### config.mk
export PLATFORM = sky130hd
export DESIGN_NAME = uart_tx
export DESIGN_NICKNAME = d
export VERILOG_FILES = /design/src/rtl/uart_pkg.sv /design/src/rtl/uart_baud_gen.sv /design/src/rtl/uart_tx.sv
export SDC_FILE = /design/constraint.sdc
export NUM_CORES = 1
export LEC_CHECK = 0
export CORE_ASPECT_RATIO = 1.25
export CORE_MARGIN = 8
export CORE_UTILIZATION = 55
export DETAILED_ROUTE_END_ITERATION = 8
export PLACE_DENSITY = 0.75
export SETUP_SLACK_MARGIN = 0.15
export SLEW_MARGIN = 10
export SYNTH_ARGS = -nofsm -noshare
export SYNTH_HDL_FRONTEND = slang
export SYNTH_SLANG_ARGS = --single-unit
### constraint.sdc
create_clock -name clk -period 3.3 [get_ports clk]
set_clock_uncertainty 0.15 [all_clocks]
set_input_delay 0.495 -clock clk [delete_from_list [all_inputs] [get_ports clk]]
set_output_delay 0.495 -clock clk [all_outputs]
set_load 0.1 [all_outputs]
### src/rtl/uart_pkg.sv
// Shared UART definitions: line levels, frame size, FSM states and prescaler arithmetic.
// Imported by both the transmitter and the receiver.
package uart_pkg;

  localparam int   UART_NDATA     = 8;
  localparam logic UART_START_LVL = 1'b0;
  localparam logic UART_STOP_LVL  = 1'b1;
  localparam logic UART_IDLE_LVL  = 1'b1;

  typedef enum logic [1:0] {
    IDLE,
    START,
    DATA,
    STOP
  } uart_state_e;

  // One bit period is prescaler+1 clocks.
  function automatic int prescaler(input int clk_freq, input int baud_rate);
    return clk_freq / baud_rate - 1;
  endfunction

endpackage

### src/rtl/uart_baud_gen.sv
// Bit-period timer: counts 0..PRESCALER while run is high and pulses bit_end on the last clock.
// A restart or a low run input parks the counter at 0.
module uart_baud_gen #(
  parameter int PRESCALER = 276,
  parameter int NBITS     = 10
) (
  input  logic clk,
  input  logic nreset,
  input  logic run,
  input  logic restart,
  output logic bit_end
);

  localparam logic [NBITS-1:0] CNT_TOP = NBITS'(PRESCALER);

  logic [NBITS-1:0] cnt_q;

  always_ff @(posedge clk or negedge nreset) begin
    if (!nreset) begin
      cnt_q <= '0;
    end else if (restart || !run || (cnt_q == CNT_TOP)) begin
      cnt_q <= '0;
    end else begin
      cnt_q <= cnt_q + 1'b1;
    end
  end

  assign bit_end = run && (cnt_q == CNT_TOP);

endmodule

### src/rtl/uart_tx.sv
// 8N1 transmitter with an Avalon-ST byte sink and a one-entry holding register,
// so a byte offered mid-frame follows the current frame with no idle gap.
module uart_tx
  import uart_pkg::*;
#(
  parameter int clk_freq  = 32000000,
  parameter int baud_rate = 115200,
  parameter int NBITS     = 10
) (
  input  logic       clk,
  input  logic       nreset,
  input  logic       tx_valid,
  output logic       tx_ready,
  input  logic [7:0] tx_data,
  output logic       busy_o,
  output logic       tx
);

  localparam int PRESCALER = prescaler(clk_freq, baud_rate);

  // Handshake: a byte moves on a rising edge where tx_valid && tx_ready.
  // tx_ready comes straight from the hold-full register, never from tx_valid.

  uart_state_e state_q, state_d;
  logic [7:0]  shifter_q, shifter_d;
  logic [2:0]  idx_q, idx_d;
  logic [7:0]  hold_q, hold_d;
  logic        hold_full_q, hold_full_d;
  logic        tx_q, tx_d;
  logic        xfer;
  logic        restart;
  logic        bit_end;
  logic        stop_end;

  assign tx_ready = ~hold_full_q;
  assign xfer     = tx_valid && tx_ready;
  assign busy_o   = (state_q != IDLE);
  assign tx       = tx_q;
  assign stop_end = (state_q == STOP) && bit_end;

  uart_baud_gen #(
    .PRESCALER(PRESCALER),
    .NBITS    (NBITS)
  ) u_baud_gen (
    .clk    (clk),
    .nreset (nreset),
    .run    (busy_o),
    .restart(restart),
    .bit_end(bit_end)
  );

  always_comb begin
    state_d     = state_q;
    shifter_d   = shifter_q;
    idx_d       = idx_q;
    hold_d      = hold_q;
    hold_full_d = hold_full_q;
    restart     = 1'b0;
    tx_d        = UART_IDLE_LVL;

    case (state_q)
      IDLE: begin
        if (xfer) begin
          shifter_d = tx_data;
          state_d   = START;
          restart   = 1'b1;
        end
      end
      START: begin
        if (bit_end) begin
          state_d = DATA;
          idx_d   = '0;
        end
      end
      DATA: begin
        if (bit_end) begin
          if (idx_q == 3'(UART_NDATA - 1)) begin
            state_d = STOP;
          end else begin
            idx_d = idx_q + 3'd1;
          end
        end
      end
      STOP: begin
        if (bit_end) begin
          if (hold_full_q) begin
            shifter_d   = hold_q;
            hold_full_d = 1'b0;
            state_d     = START;
          end else if (xfer) begin
            shifter_d = tx_data;
            state_d   = START;
          end else begin
            state_d = IDLE;
          end
        end
      end
      default: state_d = IDLE;
    endcase

    // Mid-frame bytes park in hold unless the frame is ending and takes them directly.
    if (xfer && (state_q != IDLE) && !stop_end) begin
      hold_d      = tx_data;
      hold_full_d = 1'b1;
    end

    case (state_d)
      START:   tx_d = UART_START_LVL;
      DATA:    tx_d = shifter_d[idx_d];
      STOP:    tx_d = UART_STOP_LVL;
      default: tx_d = UART_IDLE_LVL;
    endcase
  end

  always_ff @(posedge clk or negedge nreset) begin
    if (!nreset) begin
      state_q     <= IDLE;
      shifter_q   <= '0;
      idx_q       <= '0;
      hold_q      <= '0;
      hold_full_q <= 1'b0;
      tx_q        <= UART_IDLE_LVL;
    end else begin
      state_q     <= state_d;
      shifter_q   <= shifter_d;
      idx_q       <= idx_d;
      hold_q      <= hold_d;
      hold_full_q <= hold_full_d;
      tx_q        <= tx_d;
    end
  end

endmodule

==> impl_metrics.tcl <==
set metrics [dict create \
    power.density_mw_per_mm2 408 \
    numCtsBuffers 5 \
    initial_utilization_pct 57.6 \
    synth_fp_nets 229 \
    worst-path-buf-inv 1 \
    fin_crit_sh_pct 90.9 \
    p_leak_nw 1.02 \
    overflow 0 \
    required_ns 3.36 \
    hpwl_mm 3.50 \
    critPathSlowestCell "or4b_4" \
    synth-edff-count 0 \
    finalNetCount 247 \
    wirelength_mm 4.81 \
    grt_max_degree 34 \
    rsz0062_at_grt "false" \
    drive_above_1_share_pct 16.1 \
    fmax_ghz 0.334 \
    synthTopCellsByCount "dfrtp_1 (32), nor2_1 (19), nand2_1 (16), o21ai_0 (12), mux2i_1 (11)" \
    syn2layout_area_growth_pct 15.9 \
    num-fill-cells 307 \
    yosysUniqueCellTypes 49 \
    port_buffers 13 \
    num_rows 24 \
    drc 0 \
    synthArstFlopShare_pct 100 \
    crit_type "flip-flop to flip-flop" \
    hold_class "flip-flop to flip-flop" \
    setup_violations 0 \
    yosysWarnings 0 \
    seq_area_sq_um 827 \
    grt_pass1_wl_mm 8.07 \
    worst_slew_pin_slew_ns 0.738 \
    synth_top_area_share_pct 39.6 \
    clock_sinks 33 \
    avgSynthCellArea_sq_um 9.59 \
    crit_fanout 14 \
    routedWlPerCell_um 17.9 \
    status "completed" \
    design_power_total_uw 958 \
    path_clk_slew_ns 0.07 \
    critPathLaunchType "flip-flop" \
    fp.coreArea_sq_mm 0.00351 \
    drt-initial-drc-count 105 \
    viasPerCell 6.33 \
    antenna_found_initial 0 \
    finalCriticalPeriod_ns 3.00 \
    place_congestion 0.875 \
    die_area_sq_mm 0.00589 \
    first_pass_iters 4 \
    hold_viol 0 \
    synth_seq_cells 33 \
    cp_num_cells 9 \
    die_h_um 83.8 \
    multi_input_area_sq_mm 0.00112 \
    diodes 0 \
    synth_cells 211 \
    globalRouteTotalUtil_pct 16.8 \
    grt_pass1_vias 1701 \
    arrival_ns 3.06 \
    vias 1703 \
    synth_flop_cell "dfrtp_1" \
    htree_levels 2 \
    stdcell_area_sq_mm 0.00235 \
    yosysSeqAreaShare_pct 40.9 \
    final_util_pct 66.8 \
    worstHoldPathCells 1 \
    crit_path_frequent_cell "mux2i_1" \
    clockBufferDepth 2 \
    vdd_ir_drop_max_mv 0.453 \
    cts_tree "done" \
    yosysMostFrequentCell "dfrtp_1" \
    placed_cell_area_sq_mm 0.00220 \
    slew_headroom_pct 50.8 \
    clockRootBuffer "clkbuf_8" \
    critPathMaxStageDelay_ns 0.57 \
    hold_ws_ns 0.365 \
    final_max_slew_viol_count 0 \
    dieWidth_um 70.3 \
    insertion_delay_ns 0.30 \
    r2r.worst_path.cells 9 \
    critPathCaptureType "flip-flop" \
    cap_violations 0 \
    mappedNetlistArea_sq_mm 0.00202 \
    crit_chain "or4b_4 > or4_4 > buf_4 > a2111oi_0 > a311o_1 > mux2i_1 > mux2i_1 > nand2_1 > a22oi_1" \
    num_io_pins 14 \
    yosysTopAreaCell "dfrtp_1" \
    ant_nets 0 \
    yosys-top-cells-area "dfrtp_1 (40%), mux2i_1 (5.4%), mux2_2 (5.0%), ha_1 (4.3%), nor2_1 (3.5%)" \
    path_delay_family "simple AND/OR/NAND/NOR gates" \
    totalNegativeSetupSlack_ns 0 \
]
## final cells by class
class	count	area share [%]
multi-input combinational	155	47.8
clock buffer	5	2.93
sequential	33	35.2
inverter	12	1.92
timing repair buffer	22	8.10
tap	39	2.08
clock inverter	3	1.97
## routing by layer
metal / up-vias / routed length, um / global-route usage, %
met3: 14 / 203 / 4.52
met4: 0 / 170 / 10.3
met2: 38 / 2500 / 28.0
li1: 808 / - / -
met5: - / 0 / 0
met1: 843 / 1940 / 18.5
## through the flow
step	setup slack, ns	cells
2_1_floorplan	0.334	211
3_3_place_gp	0.332	259
3_5_place_dp	0.282	259
4_1_cts	0.260	267
5_1_grt	0.150	269
6_report	0.302	269
## worst register-to-register path, stage by stage (launching register included)
cell	delay (ns)
dfrtp_1	0.41
or4b_4	0.57
or4_4	0.54
buf_4	0.22
a2111oi_0	0.33
a311o_1	0.22
mux2i_1	0.09
mux2i_1	0.14
nand2_1	0.07
a22oi_1	0.16
## logic make-up (layout without fill, tap and decap cells)
family | count (synthesis) | after routing | share of synthesized area (%)
adders and majority gates | 7 | 7 | 4.33
AOI/OAI and AO/OA | 47 | 47 | 17.1
xor gates and xnor gates | 8 | 8 | 3.46
and+or+nand+nor | 73 | 73 | 19.2
muxes | 20 | 20 | 10.4
DFF | 33 | 33 | 40.9
buffers and inverters | 23 | 42 | 4.64
## timing repair
action                     CTS  global route
gates resized for setup      0             7
setup endpoints to repair    0             1
hold buffers                 0             0
setup buffers                0             2
hold endpoints to repair     0             0
## where the power goes
group          leakage (nW)  switching [mW]  internal, mW
sequential            0.384          0.0263         0.441
clock                0.0543           0.161         0.226
combinational         0.579          0.0496        0.0536
## worst paths after layout
| check | from | to | slack [ns] |
|---|---|---|---|
| setup / recovery | u_baud_gen.cnt_q[6] | tx | 0.30 |
| hold / removal | hold_q[7] | hold_q[7] | 0.36 |
| setup reg to reg | u_baud_gen.cnt_q[6] | tx | 0.30 |
| hold reg to reg | hold_q[7] | hold_q[7] | 0.36 |
| max in group asynchronous | nreset | tx | 2.21 |
| min in group asynchronous | nreset | u_baud_gen.cnt_q[5] | 0.46 |
## state kept, by name, indices dropped and copies added, names as in the netlist
signal	count
u_baud_gen.cnt_q	10
state_q	2
idx_q	3
hold_q	8
tx	1
shifter_q	8
hold_full_q	1
## placed cells by master, fill, tap and decap left out, drive strengths merged, types with 2 or more instances in the layout
| cell | count |
|---|---|
| clkbuf | 5 |
| xor2 | 4 |
| mux2 | 9 |
| clkdlybuf4s50 | 10 |
| a21boi | 2 |
| a211oi | 5 |
| o211ai | 2 |
| a31oi | 2 |
| nor3 | 4 |
| or4 | 2 |
| mux2i | 11 |
| clkinv | 3 |
| or3 | 2 |
| nand2 | 16 |
| and3 | 3 |
| nor2 | 19 |
| o21ai | 12 |
| a21oi | 5 |
| nand3b | 2 |
| dfrtp | 32 |
| buf | 12 |
| a22oi | 3 |
| inv | 10 |
| nor4 | 4 |
| ha | 7 |
| a32o | 2 |
| a2111oi | 3 |
| nand3 | 7 |
| xnor2 | 4 |
| nand2b | 4 |
| nor3b | 4 |
| a311o | 3 |
No activity file was read; power rests on OpenSTA's default activity.
==> variant 1 (same settings) <==
`NBITS` is set to 10 in 2 places; all go to 20.
--- a/src/rtl/uart_baud_gen.sv
+++ b/src/rtl/uart_baud_gen.sv
@@ -2,7 +2,7 @@
 // A restart or a low run input parks the counter at 0.
 module uart_baud_gen #(
   parameter int PRESCALER = 276,
-  parameter int NBITS     = 10
+  parameter int NBITS     = 20
 ) (
   input  logic clk,
   input  logic nreset,
--- a/src/rtl/uart_tx.sv
+++ b/src/rtl/uart_tx.sv
@@ -5,7 +5,7 @@
 #(
   parameter int clk_freq  = 32000000,
   parameter int baud_rate = 115200,
-  parameter int NBITS     = 10
+  parameter int NBITS     = 20
 ) (
   input  logic       clk,
   input  logic       nreset,
Function: no difference found for any inputs over 10 cycles, from zero or initial values and one cycle with nreset low; that may be too few to reach the edited logic, so the function may still have changed.
==> variant 1 against the unedited design <==
Routed wire length up 27%. Sequential cell count up 10. Power up 110%. Synthesized area up 31%. Setup slack better by 0.086 ns. Maximum frequency up 3.0%. Combinational power rose to 9.1 times the old value. Count of clock-buffer cells in the layout up 1. Synthesized cell count up 35%. Critical path depth up 1. Design area up 25%. Clock power down 12%. Largest cell class unchanged. Highest routed layer unchanged.
==> variant 1: results (changes against the unedited design) <==
- The fraction of synthesized area in multiplexers is 7.22% (was 10.4%).
- Most frequent cells after synthesis: 42 x sky130_fd_sc_hd__dfrtp_1, 28 x sky130_fd_sc_hd__nand2_1, 25 x sky130_fd_sc_hd__nor2_1, 22 x sky130_fd_sc_hd__o21ai_0, 17 x sky130_fd_sc_hd__inv_1 (was 32 x sky130_fd_sc_hd__dfrtp_1, 19 x sky130_fd_sc_hd__nor2_1, 16 x sky130_fd_sc_hd__nand2_1, 12 x sky130_fd_sc_hd__o21ai_0, 11 x sky130_fd_sc_hd__mux2i_1).
- The worst hold slack came to 0.200 ns (was 0.365 ns).
- The source of the worst register-to-register timing path is state_q[0]$_DFF_PN0_ (was u_baud_gen.cnt_q[6]$_DFF_PN0_).
- The sequential element share of the synthesized area is 40.7% (was 40.9%).
- The number of fill cells was 396 (was 307).
- The violation count after the first detailed-routing iteration came to 152 (was 105).
- The compound-gate portion of the synthesized area is 18.7% (was 17.1%).
- The global-route usage over all layers was 17.6% (was 16.8%).
- The final HPWL from detailed placement came to 4.32 mm (was 3.50 mm).
- The post-synthesis cell type count is 53 (was 49).
- The number of global-route vias before repair was 2,229 (was 1,701).
- Registers with the most flip-flops: u_baud_gen.cnt_q: 20 flops, hold_q: 8 flops, shifter_q: 8 flops (was u_baud_gen.cnt_q: 10 flops, hold_q: 8 flops, shifter_q: 8 flops).
- The adder and majority cell fraction of the synthesized area is 3.31% (was 4.33%).
- The reported net switching power is 0.880 mW (was 0.237 mW).
- The post-detailed-routing wire length came to 6.11 mm (was 4.81 mm).
- Result of the run: finished, final reports clean (unchanged).
- The stage delay of the slowest cell on the critical path is 0.40 ns (was 0.57 ns).
- The net count of the finished layout is 319 (was 247).
- The critical path's top delay family is compound AO/OA/AOI/OAI gates (was simple AND/OR/NAND/NOR gates).
- Cell types with the largest area share after synthesis: sky130_fd_sc_hd__dfrtp_1 40%, sky130_fd_sc_hd__o21ai_0 4.2%, sky130_fd_sc_hd__nand2_1 4.0% (was sky130_fd_sc_hd__dfrtp_1 40%, sky130_fd_sc_hd__mux2i_1 5.4%, sky130_fd_sc_hd__mux2_2 5.0%).
- The worst reg-to-reg path cell count was 10 (was 9).
- The global-route wire length before repair was 10.5 mm (was 8.07 mm).
- The max-slew headroom at the worst pin is 35.6% (was 50.8%).
- The slowest cell on the critical path is sky130_fd_sc_hd__dfrtp_1 (was sky130_fd_sc_hd__or4b_4).
- The post-synth net total is 303 (was 229).
- The fraction of synthesized cell area in xor and xnor cells is 4.30% (was 3.46%).
- The leakage power came to 1.33 nW (was 1.02 nW).
- The largest net degree at the start of global routing is 44 (was 34).
- The kind of path behind the tightest hold check is in2async (was reg2reg).
- The worst ir drop on vdd was 356 uV (was 453 uV).
- The routability congestion estimate is 0.905 (was 0.875).
- The highest fanout seen on the critical path was 8 (was 14).
- The fraction of layout instances using a drive strength above 1 is 13.6% (was 16.1%).
## variant 1: cell type report
| type | instances | area (sq um) | area share [%] |
|---|---|---|---|
| timing repair buffer | 19 | 163 | 5.54 |
| clock buffer | 6 | 82.6 | 2.81 |
| sequential | 43 | 1080 | 36.7 |
| inverter | 18 | 68.8 | 2.35 |
| tap | 60 | 75.1 | 2.56 |
| multi-input combinational | 214 | 1460 | 49.9 |
| clock inverter | 1 | 5.00 | 0.171 |
## variant 1: power groups by stage
stage / logic [mW] / clock network [mW] / registers (mW)
detailed placement: 0.925 / 0 / 0.745
floorplan: 0.655 / 0 / 0.767
global route: 1.03 / 0.368 / 0.753
finish: 0.938 / 0.340 / 0.737
global placement: 0.910 / 0 / 0.740
CTS: 0.930 / 0.349 / 0.734
## variant 1: worst max-delay path by stage
stage	slack, ns	start	to	cells past startpoint
detailed placement	0.38	tx_valid	tx$_DFF_PN1_	9
CTS	0.42	state_q[0]$_DFF_PN0_	tx$_DFF_PN1_	10
global placement	0.42	tx_valid	tx$_DFF_PN1_	10
floorplan	0.62	state_q[0]$_DFF_PN0_	tx$_DFF_PN1_	10
global route	0.22	state_q[0]$_DFF_PN0_	tx$_DFF_PN1_	10
finish	0.39	state_q[0]$_DFF_PN0_	tx$_DFF_PN1_	10
## variant 1: metal layers
metal  wire (um)  global-route usage (%)  up-vias
li1            -                       -     1051
met1        2580                    20.3     1062
met2        3050                    30.2       69
met3         305                    3.36       19
met4         164                    8.98        0
met5           0                       0        -
## variant 1: kinds of logic (layout without fill, tap and decap cells)
kind of cell	Yosys count	after routing
XOR/XNOR	13	13
AO/OA/AOI/OAI	75	75
flip-flops	43	43
adder cells (fa/ha/maj)	7	7
buffers and inverters	28	44
AND/OR/NAND/NOR	101	101
multiplexers	18	18
## variant 1: through the flow
stage	instances	util [%]	instance area, sq um	power, mW
floorplan	285	-	2650	1.42
global placement	354	60.6	2850	1.65
detailed placement	354	60.6	2850	1.67
CTS	361	62.5	2930	2.01
global route	361	62.5	2930	2.15
finish	361	62.5	2930	2.01
==> variant 2 (config.mk and constraints unchanged) <==
Without the edit above. The 4 states of `uart_state_e` get a one-hot encoding in 4 bits.
--- a/src/rtl/uart_pkg.sv
+++ b/src/rtl/uart_pkg.sv
@@ -7,11 +7,11 @@
   localparam logic UART_STOP_LVL  = 1'b1;
   localparam logic UART_IDLE_LVL  = 1'b1;
 
-  typedef enum logic [1:0] {
-    IDLE,
-    START,
-    DATA,
-    STOP
+  typedef enum logic [3:0] {
+    IDLE  = 4'b0001,
+    START = 4'b0010,
+    DATA  = 4'b0100,
+    STOP  = 4'b1000
   } uart_state_e;
 
   // One bit period is prescaler+1 clocks.
Behaviour: no difference found for any inputs over 10 cycles, from zero or initial values and one cycle with nreset low; not proved beyond that.
==> variant 2 against the unedited design <==
Critical path depth is 2 lower. Critical endpoint unchanged. Highest routed layer unchanged. Die area is 3.5% lower. Sequential cell count is 2 higher. Routed wire length is 16% lower. Design area is 7.6% lower. Global-route usage is 2.3 points lower. Setup slack better by 0.12 ns. Synthesized area is 4.4% lower. Final cell count is 9.7% lower.
Power is not compared: it rests on default switching activity, and its combinational part moved more than twofold at a synthesized area within 25%.
==> variant 2: results (changes against the unedited design) <==
- Result of the run: finished, final reports clean (unchanged).
- The clock network area share is 4.62% (was 4.90%).
- The via density per instance was 6.28 (was 6.33).
- The net count of the finished layout is 217 (was 247).
- The number of fill cells is 266 (was 307).
- The total number of multi-input combinational cells came to 137 (was 155).
- The count of inverters not on the clock network in the layout is 9 (was 12).
- The worst reg-to-reg path cell count is 7 (was 9).
- The met1 track utilization from global routing is 16.7% (was 18.5%).
- The launch point of the critical path is state_q[1]$_DFF_PN0_ (was u_baud_gen.cnt_q[6]$_DFF_PN0_).
- The signal arrival time at the worst endpoint came to 2.92 ns (was 3.06 ns).
- The compound-gate portion of the synthesized area was 16.4% (was 17.1%).
- The measured slew at the worst slew-check pin is 0.636 ns (was 0.738 ns).
- The post-synthesis cell type count came to 51 (was 49).
- The total of plain and repair buffers excluding clock buffers came to 15 (was 22).
- The hold path startpoint is hold_q[5]$_DFFE_PN0P_ (was hold_q[7]$_DFFE_PN0P_).
- The worst slack at placement is 0.419 ns (was 0.282 ns).
- Cell types with the largest area share after synthesis: sky130_fd_sc_hd__dfrtp_1 43%, sky130_fd_sc_hd__mux2_2 4.7%, sky130_fd_sc_hd__nand2_1 3.1% (was sky130_fd_sc_hd__dfrtp_1 40%, sky130_fd_sc_hd__mux2i_1 5.4%, sky130_fd_sc_hd__mux2_2 5.0%).
- The fraction of layout instances using a drive strength above 1 is 16.2% (was 16.1%).
- The multi-input combinational area share is 44.7% (was 47.8%).
- The sink of the worst hold path is hold_q[5]$_DFFE_PN0P_ (was hold_q[7]$_DFFE_PN0P_).
- The number of clock buffers in the layout is 8 (was 5).
- The routability congestion estimate is 0.865 (was 0.875).
- The routed wirelength normalized by instance count is 16.6 um (was 17.9 um).
- The sequential cell count is 35 (was 33).
- The final HPWL from detailed placement is 3.02 mm (was 3.50 mm).
- The sequential element share of the synthesized area is 45.4% (was 40.9%).
- The global-route usage over all layers is 14.5% (was 16.8%).
- The fraction of synthesized cell area in xor and xnor cells is 4.08% (was 3.46%).
- The top cell type's share of synthesized area is 42.7% (was 39.6%).
- The post-synth net total is 204 (was 229).
- The global-route wire length before repair is 6.73 mm (was 8.07 mm).
- The met3 track utilization from global routing was 4.30% (was 4.52%).
- The met2 usage in global routing is 24.7% (was 28.0%).
- The portion of the layout cell area used by non-clock buffers is 6.35% (was 8.10%).
- The routed wire length on met2 was 2.00 mm (was 2.50 mm).
- The detailed-routing iteration count for the pre-antenna-repair pass is 5 (was 4).
- The fraction of synthesized area in multiplexers came to 6.73% (was 10.4%).
- The amount of wire on met3 after detailed routing is 146 um (was 203 um).
[variant 2: worst max-delay path, cell delays in order (launching register included)]
cell,delay [ns]
sky130_fd_sc_hd__dfrtp_1,0.55
sky130_fd_sc_hd__nor4b_2,0.39
sky130_fd_sc_hd__and4_1,0.56
sky130_fd_sc_hd__o22ai_2,0.21
sky130_fd_sc_hd__a221o_1,0.41
sky130_fd_sc_hd__and3_1,0.18
sky130_fd_sc_hd__o31ai_1,0.19
sky130_fd_sc_hd__a41oi_1,0.14
[variant 2: metrics by stage]
step / utilization, % / area, sq um / hold slack, ns / std cells / total power [mW]
finish: 63.3 / 2170 / 0.358 / 243 / 1.26
global placement: 60.4 / 2070 / 0.339 / 235 / 0.914
floorplan: - / 1930 / 0.0494 / 190 / 0.836
global route: 63.3 / 2170 / 0.377 / 243 / 1.33
CTS: 63.3 / 2170 / 0.362 / 243 / 1.27
detailed placement: 60.4 / 2070 / 0.346 / 235 / 0.933
